$ cat src/rtl/cordic_sincos_if.sv
// Angle-in / cosine-sine-out handshake bundle for cordic_sincos.
interface cordic_sincos_if #(
    parameter int DIN_WIDTH  = 16,
    parameter int DOUT_WIDTH = 18
);
    logic signed [DIN_WIDTH-1:0]  din;
    logic                         din_valid;
    logic                         din_ready;
    logic signed [DOUT_WIDTH-1:0] cos_out;
    logic signed [DOUT_WIDTH-1:0] sin_out;
    logic                         dout_valid;

    modport master (
        output din,
        output din_valid,
        input  din_ready,
        input  cos_out,
        input  sin_out,
        input  dout_valid
    );

    modport slave (
        input  din,
        input  din_valid,
        output din_ready,
        output cos_out,
        output sin_out,
        output dout_valid
    );
endinterface

$ cat src/rtl/cordic_sincos.sv
// Iterative CORDIC sine/cosine: one micro-rotation per enabled clock, result every ITERS+2 cycles.
// Optional macro CORDIC_SAT_EN clamps cos/sin to +/-1.0; without it results are truncated only.
module cordic_sincos #(
    parameter int DIN_WIDTH  = 16,
    parameter int DOUT_WIDTH = 18,
    parameter int ITERS      = 16
) (
    input  logic           clk,
    input  logic           rst_n,
    input  logic           ce,
    cordic_sincos_if.slave bus
);

    localparam int XW = DOUT_WIDTH + 2;
    localparam int ZF = 8;
    localparam int ZW = DIN_WIDTH + 2 + ZF;
    localparam int CW = $clog2(ITERS + 1);
    localparam int SH = 32 - DIN_WIDTH - ZF;
    localparam logic signed [XW-1:0] X_INIT =
        XW'($rtoi(0.6072529350 * (2.0 ** (DOUT_WIDTH - 2)) + 0.5));

    typedef enum logic [1:0] {
        S_IDLE = 2'd0,
        S_ROT  = 2'd1,
        S_DONE = 2'd2
    } state_t;

    // atan(2^-i) with a full turn = 2^32; rescaled below to the working angle format.
    function automatic logic [31:0] atan_lut(input logic [CW-1:0] idx);
        logic [5:0] i6;
        i6 = 6'(idx);
        case (i6)
            6'd0:    return 32'h20000000;
            6'd1:    return 32'h12E4051E;
            6'd2:    return 32'h09FB385B;
            6'd3:    return 32'h051111D4;
            6'd4:    return 32'h028B0D43;
            6'd5:    return 32'h0145D7E1;
            6'd6:    return 32'h00A2F61E;
            6'd7:    return 32'h00517C55;
            6'd8:    return 32'h0028BE53;
            6'd9:    return 32'h00145F2F;
            6'd10:   return 32'h000A2F98;
            6'd11:   return 32'h000517CC;
            6'd12:   return 32'h00028BE6;
            6'd13:   return 32'h000145F3;
            6'd14:   return 32'h0000A2FA;
            6'd15:   return 32'h0000517D;
            6'd16:   return 32'h000028BE;
            6'd17:   return 32'h0000145F;
            6'd18:   return 32'h00000A30;
            6'd19:   return 32'h00000518;
            6'd20:   return 32'h0000028C;
            6'd21:   return 32'h00000146;
            6'd22:   return 32'h000000A3;
            6'd23:   return 32'h00000051;
            default: return 32'd683565276 >> i6;
        endcase
    endfunction

    // z keeps ZF fractional angle bits so table rounding does not pile up over the iterations.
    function automatic logic signed [ZW-1:0] atan_z(input logic [CW-1:0] idx);
        logic [32:0] rnd;
        rnd = {1'b0, atan_lut(idx)} + (33'd1 << (SH - 1));
        return $signed(ZW'(rnd >> SH));
    endfunction

`ifdef CORDIC_SAT_EN
    localparam logic signed [XW-1:0] ONE_X =
        {{(XW - DOUT_WIDTH + 1){1'b0}}, 1'b1, {(DOUT_WIDTH - 2){1'b0}}};

    function automatic logic signed [DOUT_WIDTH-1:0] sat_out(input logic signed [XW-1:0] v);
        if (v > ONE_X) begin
            return DOUT_WIDTH'(ONE_X);
        end else if (v < -ONE_X) begin
            return DOUT_WIDTH'(-ONE_X);
        end else begin
            return DOUT_WIDTH'(v);
        end
    endfunction
`endif

    state_t                       state_q, state_d;
    logic [CW-1:0]                iter_q, iter_d;
    logic                         neg_q, neg_d;
    logic signed [XW-1:0]         x_q, x_d, y_q, y_d;
    logic signed [ZW-1:0]         z_q, z_d;
    logic signed [DOUT_WIDTH-1:0] cos_q, cos_d, sin_q, sin_d;
    logic                         dv_q, dv_d;
    logic                         rdy_q, rdy_d;

    logic                         accept_s;
    logic [1:0]                   quad_s;
    logic                         neg_in_s;
    logic [DIN_WIDTH-1:0]         zin_s;
    logic signed [XW-1:0]         x_sh_s, y_sh_s, x_rot_s, y_rot_s, x_fin_s, y_fin_s;
    logic signed [ZW-1:0]         at_s, z_rot_s;
    logic signed [DOUT_WIDTH-1:0] cos_fin_s, sin_fin_s;

    assign accept_s = ce & bus.din_valid & rdy_q;

    // Quadrant fold: flipping the MSB adds pi modulo a full turn, so +/-pi share one path.
    always_comb begin
        quad_s = bus.din[DIN_WIDTH-1 -: 2];
        case (quad_s)
            2'b01, 2'b10: begin
                zin_s    = {~bus.din[DIN_WIDTH-1], bus.din[DIN_WIDTH-2:0]};
                neg_in_s = 1'b1;
            end
            default: begin
                zin_s    = bus.din;
                neg_in_s = 1'b0;
            end
        endcase
    end

    // Micro-rotation datapath and final sign/format stage.
    always_comb begin
        x_sh_s = x_q >>> iter_q;
        y_sh_s = y_q >>> iter_q;
        at_s   = atan_z(iter_q);
        if (z_q[ZW-1]) begin
            x_rot_s = x_q + y_sh_s;
            y_rot_s = y_q - x_sh_s;
            z_rot_s = z_q + at_s;
        end else begin
            x_rot_s = x_q - y_sh_s;
            y_rot_s = y_q + x_sh_s;
            z_rot_s = z_q - at_s;
        end
        if (neg_q) begin
            x_fin_s = -x_q;
            y_fin_s = -y_q;
        end else begin
            x_fin_s = x_q;
            y_fin_s = y_q;
        end
`ifdef CORDIC_SAT_EN
        cos_fin_s = sat_out(x_fin_s);
        sin_fin_s = sat_out(y_fin_s);
`else
        cos_fin_s = DOUT_WIDTH'(x_fin_s);
        sin_fin_s = DOUT_WIDTH'(y_fin_s);
`endif
    end

    // Control FSM and next-state of every register; nothing moves while ce is low.
    always_comb begin
        state_d = state_q;
        iter_d  = iter_q;
        neg_d   = neg_q;
        x_d     = x_q;
        y_d     = y_q;
        z_d     = z_q;
        cos_d   = cos_q;
        sin_d   = sin_q;
        dv_d    = 1'b0;
        rdy_d   = rdy_q;
        if (ce) begin
            case (state_q)
                S_IDLE: begin
                    if (accept_s) begin
                        state_d = S_ROT;
                        iter_d  = '0;
                        neg_d   = neg_in_s;
                        x_d     = X_INIT;
                        y_d     = '0;
                        z_d     = {{2{zin_s[DIN_WIDTH-1]}}, zin_s, {ZF{1'b0}}};
                    end else begin
                        state_d = S_IDLE;
                    end
                end
                S_ROT: begin
                    x_d = x_rot_s;
                    y_d = y_rot_s;
                    z_d = z_rot_s;
                    if (iter_q == CW'(ITERS - 1)) begin
                        state_d = S_DONE;
                        iter_d  = '0;
                    end else begin
                        iter_d = iter_q + CW'(1);
                    end
                end
                S_DONE: begin
                    cos_d   = cos_fin_s;
                    sin_d   = sin_fin_s;
                    dv_d    = 1'b1;
                    state_d = S_IDLE;
                end
                default: begin
                    state_d = S_IDLE;
                    iter_d  = '0;
                    neg_d   = 1'b0;
                end
            endcase
            rdy_d = (state_d == S_IDLE);
        end else begin
            dv_d = 1'b0;
        end
    end

    // State and output registers.
    always_ff @(posedge clk or negedge rst_n) begin
        if (!rst_n) begin
            state_q <= S_IDLE;
            iter_q  <= '0;
            neg_q   <= 1'b0;
            x_q     <= '0;
            y_q     <= '0;
            z_q     <= '0;
            cos_q   <= '0;
            sin_q   <= '0;
            dv_q    <= 1'b0;
            rdy_q   <= 1'b0;
        end else begin
            state_q <= state_d;
            iter_q  <= iter_d;
            neg_q   <= neg_d;
            x_q     <= x_d;
            y_q     <= y_d;
            z_q     <= z_d;
            cos_q   <= cos_d;
            sin_q   <= sin_d;
            dv_q    <= dv_d;
            rdy_q   <= rdy_d;
        end
    end

    assign bus.din_ready  = rdy_q;
    assign bus.dout_valid = dv_q;
    assign bus.cos_out    = cos_q;
    assign bus.sin_out    = sin_q;

endmodule

$ cat src/flat_wrapper.sv
// flat-port wrapper written by rule: the top's interface ports become plain ports
module cordic_sincos_flat 
#(
    parameter int DIN_WIDTH  = 16,
    parameter int DOUT_WIDTH = 18,
    parameter int ITERS      = 16
)
  (clk, rst_n, ce, bus_din, bus_din_valid, bus_din_ready, bus_cos_out, bus_sin_out, bus_dout_valid);
  cordic_sincos_if #(.DIN_WIDTH(DIN_WIDTH), .DOUT_WIDTH(DOUT_WIDTH)) bus_i ();
  input  logic clk;
  input  logic rst_n;
  input  logic ce;
  input wire logic [$bits(bus_i.din)-1:0] bus_din;
  input wire logic [$bits(bus_i.din_valid)-1:0] bus_din_valid;
  output wire logic [$bits(bus_i.din_ready)-1:0] bus_din_ready;
  output wire logic [$bits(bus_i.cos_out)-1:0] bus_cos_out;
  output wire logic [$bits(bus_i.sin_out)-1:0] bus_sin_out;
  output wire logic [$bits(bus_i.dout_valid)-1:0] bus_dout_valid;
  assign bus_i.din = bus_din;
  assign bus_i.din_valid = bus_din_valid;
  assign bus_din_ready = bus_i.din_ready;
  assign bus_cos_out = bus_i.cos_out;
  assign bus_sin_out = bus_i.sin_out;
  assign bus_dout_valid = bus_i.dout_valid;
  cordic_sincos #(.DIN_WIDTH(DIN_WIDTH), .DOUT_WIDTH(DOUT_WIDTH), .ITERS(ITERS)) u_core (.clk(clk), .rst_n(rst_n), .ce(ce), .bus(bus_i));
endmodule
$ cat config.mk
export PLATFORM = sky130hd
export DESIGN_NAME = cordic_sincos_flat
export DESIGN_NICKNAME = d
export VERILOG_FILES = /design/src/rtl/cordic_sincos_if.sv /design/src/rtl/cordic_sincos.sv /design/src/flat_wrapper.sv
export SDC_FILE = /design/constraint.sdc
export NUM_CORES = 1
export LEC_CHECK = 0
export BUFFER_PORTS_ARGS = -buffer_cell sky130_fd_sc_hd__clkbuf_2
export CAP_MARGIN = 20
export CORE_MARGIN = 10
export CORE_UTILIZATION = 55
export DETAILED_ROUTE_END_ITERATION = 16
export PLACE_DENSITY = 0.74
export SKIP_CTS_REPAIR_TIMING = 1
export SYNTH_ARGS = -nofsm -noshare
export SYNTH_HDL_FRONTEND = slang
export SYNTH_SLANG_ARGS = --single-unit
$ cat constraint.sdc
create_clock -name clk -period 6.6 [get_ports clk]
set_input_delay 0.99 -clock clk [delete_from_list [all_inputs] [get_ports clk]]
set_output_delay 0.99 -clock clk [all_outputs]
set_load 0.1 [all_outputs]
==> summary.md, run 1 <==
| Metric | Value |
|---|---|
| Hold Crit Class | `reg -> reg` |
| Flops & latches, synth | `112` |
| Worst skew pair latency | `390 ps` |
| Ys async rst share | `100%` |
| Clock buffer depth | `2` |
| Total track usage | `24.0%` |
| TritonCTS Sinks | `112` |
| First-pass GRT wire length | `57800 um` |
| Syn Nets | `1660` |
| DP HPWL | `25800 um` |
| Max-slew headroom | `25.3%` |
| Die area | `29700 sq um` |
| Crit share post-route | `92.6%` |
| Ys Warns | `0` |
| Most frequent cells in the layout | `nand2_1 (168), o21ai_0 (138), nor2_1 (112), a21oi_1 (111), dfrtp_1 (108)` |
| Router iterations before antenna repair | `8` |
| Initial antenna violation count | `0` |
| Mapped Cells | `1559` |
| Io pins | `58` |
| Final Hold Vio Count | `0` |
| CORE AREA | `22800 sq um` |
| Clock Skew | `21.0 ps` |
| CTS tree | `yes` |
| Top_reg_cell synth | `dfrtp_1` |
| Antenna fix cells | `0` |
| Fin. max-slew vios | `0` |
| Buffers on Ports | `57` |
| Fmax | `164 MHz` |
| Clock-pin slew on the worst setup and hold paths | `90 ps` |
| Max-cap violations | `0` |
| GPL Wtd Cong | `0.974` |
| Fraction of layout instances using a drive strength above 1 | `12.8%` |
| DR WL/cell | `19.1 um` |
| Worst Setup Start Kind | `flop` |
| Crit-path max FO | `52` |
| Worst-margin pin slew | `1110 ps` |
| Layout area overhead | `5.41%` |
| Number of global-route vias before repair | `11147` |
| Commonest non-fill, non-tap cell in the layout | `nand2_1` |
| Worst Setup End Kind | `flop` |
| Total number of vias | `11846` |
| Die width | `172 um` |
| H-tree levels | `3` |
| RSZ-0062 raised after global routing | `no` |
| Status | `finished clean` |
| Number of routed nets with antenna violations | `0` |
| CP arrival | `6380 ps` |
| Post-synthesis cell type count | `97` |
| Cell area after synthesis | `12800 sq um` |
| Post-route DRC violation count | `0` |
| Synth Area per Inst | `8.19 sq um` |
| Largest net degree at the start of global routing | `74` |
| Critical path required time | `6860 ps` |
| Final core occ | `59.1%` |
| Via density | `6.36` |
| DR iter-0 viols | `1167` |
| Cts bufs inserted | `9` |
| Placed inst area | `13100 sq um` |
| Final setup fails | `0` |
| Setup TNS | `0 ps` |
| Crit path time final | `6110 ps` |
| Clock root buffer | `clkbuf_16` |
| FP Rows | `55` |
| Layout net count | `1645` |
| Kind of critical path | `reg -> reg` |
| EDFF count, synth | `0` |
| Die height | `172 um` |
| WL final | `35600 um` |
| Initial Utilization | `56.1%` |
| Total grt overflow | `0` |
| Fin area | `13500 sq um` |
| Register area share after synthesis | `21.9%` |
[sequential cells by signal, indices dropped and copies added, names as in the netlist]
register / cells
u_core.bus.cos_out: 18
u_core.bus.din_ready: 1
u_core.bus.dout_valid: 1
u_core.bus.sin_out: 18
u_core.iter_q: 5
u_core.neg_q: 1
u_core.state_q: 2
u_core.x_q: 20
u_core.y_q: 20
u_core.z_q: 26
[stage by stage]
| stage | std cells | setup slack, ps | hold slack [ps] |
|---|---|---|---|
| after global routing | 1862 | 102 | 510 |
| after global placement | 1845 | 562 | 461 |
| after CTS | 1861 | 344 | 488 |
| final | 1862 | 486 | 479 |
| after floorplan | 1559 | 726 | 450 |
| after detailed placement | 1845 | 420 | 470 |
[Yosys cell counts, types with 13 or more instances]
library cell	n	area [sq um]
a21o_1	18	135
a21oi_1	111	556
a31oi_1	24	150
buf_1	13	48.8
buf_2	21	105
clkbuf_1	64	240
dfrtp_1	112	2800
ha_1	78	976
inv_1	46	173
mux2i_1	47	470
mux4_2	38	856
nand2_1	169	634
nand2b_1	27	169
nand3_1	26	130
nor2_1	113	424
nor2b_1	24	150
nor3_1	25	125
o21ai_0	138	691
o22ai_1	22	138
o31ai_1	25	188
or3_1	19	119
xnor2_1	70	613
xor2_1	75	657
[per-layer routing]
| metal | vias to the layer above | wire [um] | track usage [%] | part of all wire [%] |
|---|---|---|---|---|
| met5 | - | 0 | 0 | 0 |
| li1 | 5642 | - | - | - |
| met3 | 73 | 2890 | 4.26 | 8.1 |
| met1 | 5629 | 15500 | 32.1 | 43 |
| met2 | 502 | 16400 | 38.7 | 46 |
| met4 | 0 | 836 | 7.01 | 2.3 |
[cells by family after synthesis]
| logic type | share of synthesized area, % |
|---|---|
| adder cells (fa/ha/maj) | 8.11 |
| buffers and inverters | 6.00 |
| AO/OA/AOI/OAI | 22.6 |
| multiplexers | 12.2 |
| XOR/XNOR | 9.94 |
| AND/OR/NAND/NOR | 19.3 |
| flip-flops | 21.9 |
[final cells by class]
class	instances	area (sq um)
fill	2064	9310
multi-input combinational	1282	9210
sequential	112	2810
timing repair buffer	91	559
tap	313	392
clock buffer	9	225
inverter	48	180
clock inverter	7	88.8
[worst paths after layout]
path | start | endpoint | slack, ps | cells after the start
max | u_core.iter_q[0] | u_core.x_q[16] | 490 | 19
min | u_core.bus.cos_out[9] | u_core.bus.cos_out[9] | 480 | 2
max reg2reg | u_core.iter_q[0] | u_core.x_q[16] | 490 | 19
min reg2reg | u_core.bus.cos_out[9] | u_core.bus.cos_out[9] | 480 | 2
max in group asynchronous | rst_n | u_core.iter_q[0] | 4580 | 2
min in group asynchronous | rst_n | u_core.bus.cos_out[0] | 620 | 1
[critical path, stage by stage (launching register included)]
cell and delay [ps]:
dfrtp_4 440, buf_6 460, mux4_2 560, or3_1 310
o31ai_1 130, o221ai_1 340, inv_1 180, ha_1 180
nor3b_1 420, a31oi_1 160, xor2_1 170, ha_1 360
a2111o_1 460, o2111ai_1 260, a21boi_0 190, o31ai_1 390
a21oi_1 170, o21a_1 200, or3_1 300, a32o_1 270
Power of run 1 is left out: the tool's default activity adds up to more than one toggle a clock period on the data nets, which glitch-free logic cannot reach.
==> run 2, diff against run 1 <==
Settings changed: PLACE_DENSITY 0.74 to 0.77.
Clock period 6.6 ns to 5.2 ns, I/O delays scaled along.
==> summary.md, run 2 (same netlist as run 1, synthesis figures left out) <==
| Metric | Value |
|---|---|
| Status | `finished, violations left` |
| Failing checks | `negative setup slack` |
| Final Hold Vio Count | `0` |
| Crit share post-route | `103%` |
| Max-cap violations | `0` |
| Layout net count | `1783` |
| Reg with most FFs | `u_core.z_q` |
| Most frequent cells in the layout | `nand2_1 (165), buf_4 (162), o21ai_0 (128), nor2_1 (108), dfrtp_1 (107)` |
| Router iterations before antenna repair | `6` |
| Fin. max-slew vios | `0` |
| Max-slew headroom | `41.1%` |
| Placed inst area | `14200 sq um` |
| TritonCTS Sinks | `112` |
| Crit path time final | `5340 ps` |
| Total track usage | `26.4%` |
| Initial Utilization | `56.1%` |
| RSZ-0062 raised after global routing | `yes` |
| Number of routed nets with antenna violations | `0` |
| Max reg flops | `26` |
| Layout area overhead | `18.1%` |
| Crit-path max FO | `6` |
| Hold Crit Class | `in -> async` |
| Fmax | `187 MHz` |
| # fillers | `1854` |
| DR WL/cell | `20.3 um` |
| Initial antenna violation count | `0` |
| Setup TNS | `-190 ps` |
| Worst Setup Start Kind | `flop` |
| First-pass GRT wire length | `63500 um` |
| Final setup fails | `2` |
| Number of global-route vias before repair | `12267` |
| Worst skew pair latency | `380 ps` |
| Critical path required time | `5510 ps` |
| Total number of vias | `12777` |
| Kind of critical path | `reg -> reg` |
| CTS tree | `yes` |
| Largest registers | `u_core.z_q x26, u_core.x_q x20, u_core.y_q x20` |
| GPL Wtd Cong | `1.03` |
| Buffers on Ports | `57` |
| WL final | `40600 um` |
| Commonest non-fill, non-tap cell in the layout | `nand2_1` |
| DP HPWL | `29600 um` |
| Clock-pin slew on the worst setup and hold paths | `100 ps` |
| Worst Setup End Kind | `flop` |
| Cts bufs inserted | `9` |
| FP Rows | `55` |
| H-tree levels | `3` |
| Via density | `6.39` |
| Die height | `172 um` |
| Total grt overflow | `0` |
| Clock buffer depth | `2` |
| Fraction of layout instances using a drive strength above 1 | `24.8%` |
| Io pins | `58` |
| Clock Skew | `17.3 ps` |
| Final WS setup | `-137 ps` |
| Die area | `29700 sq um` |
| DR iter-0 viols | `1329` |
| Antenna fix cells | `0` |
| Fin area | `15100 sq um` |
| Worst-margin pin slew | `881 ps` |
| Post-route DRC violation count | `0` |
| WHS | `346 ps` |
| Die width | `172 um` |
| CP arrival | `5650 ps` |
| Largest net degree at the start of global routing | `74` |
| Clock root buffer | `clkbuf_16` |
| CORE AREA | `22800 sq um` |
==> run 2: cell count changes in the layout (fill, tap and decap cells not counted), moves of 6 or more <==
cell	change
buf_4	+129
ha_1	-10
o21ai_0	-10
o21ai_1	+7
a211oi_1	-6
a211oi_2	+6
a21oi_1	-6
a21oi_2	+6
ha_4	+6
==> run 2: critical path, cell delays in order, from the launching register on <==
cell and delay (ps):
dfrtp_4 490, buf_6 130, inv_4 30, ha_4 160, mux2_4 270, a22oi_2 170
o22ai_2 110, or2_4 270, ha_4 160, or3_4 370, a211oi_2 240, o2bb2ai_2 160
and4_1 250, and3_4 250, a31oi_1 120, xnor2_1 220, ha_1 290, a21o_1 200
a21oi_2 150, o211ai_1 100, nand2_1 140, a41oi_2 190, o41ai_4 390, nand2_1 100
a31o_2 230, nand3_2 60
==> run 2: layer usage <==
metal	global-route usage, %	up-vias	share of wire [%]
met2	42.1	622	45
met3	5.93	120	9.5
met4	8.32	0	2.9
met5	0	-	0
met1	34.9	6112	42
li1	-	5923	-
==> run 2: cell type report <==
cell class	instances	area, sq um	share of cell area, %
well taps	313	392	2.60
clock buffers	9	225	1.49
multi-input cells	1282	9700	64.3
inverters	48	183	1.21
flip-flops and latches	112	2810	18.6
clock inverters	7	88.8	0.589
repair buffers	229	1690	11.2
==> run 2: final timing paths <==
path                                     endpoint                   start  cells after the start  slack, ps
max                                u_core.z_q[25]        u_core.iter_q[0]                     25       -140
min                         u_core.bus.dout_valid                   rst_n                      1        350
max reg2reg                        u_core.z_q[25]        u_core.iter_q[0]                     25       -140
min reg2reg                u_core.bus.cos_out[13]  u_core.bus.cos_out[13]                      2        490
max in group asynchronous           u_core.z_q[2]                   rst_n                      2       3850
min in group clk           u_core.bus.cos_out[13]  u_core.bus.cos_out[13]                      2        490
==> run 2: through the flow <==
stage | cells | util [%] | worst slack [ps]
finish | 2000 | 66.2 | -137
global route | 2000 | 66.2 | -350
CTS | 1987 | 63.8 | -121
detailed placement | 1971 | 62.4 | -97.7
global placement | 1971 | 62.4 | 129
floorplan | 1559 | - | -17.8
Power of run 2 is left out for the same reason.
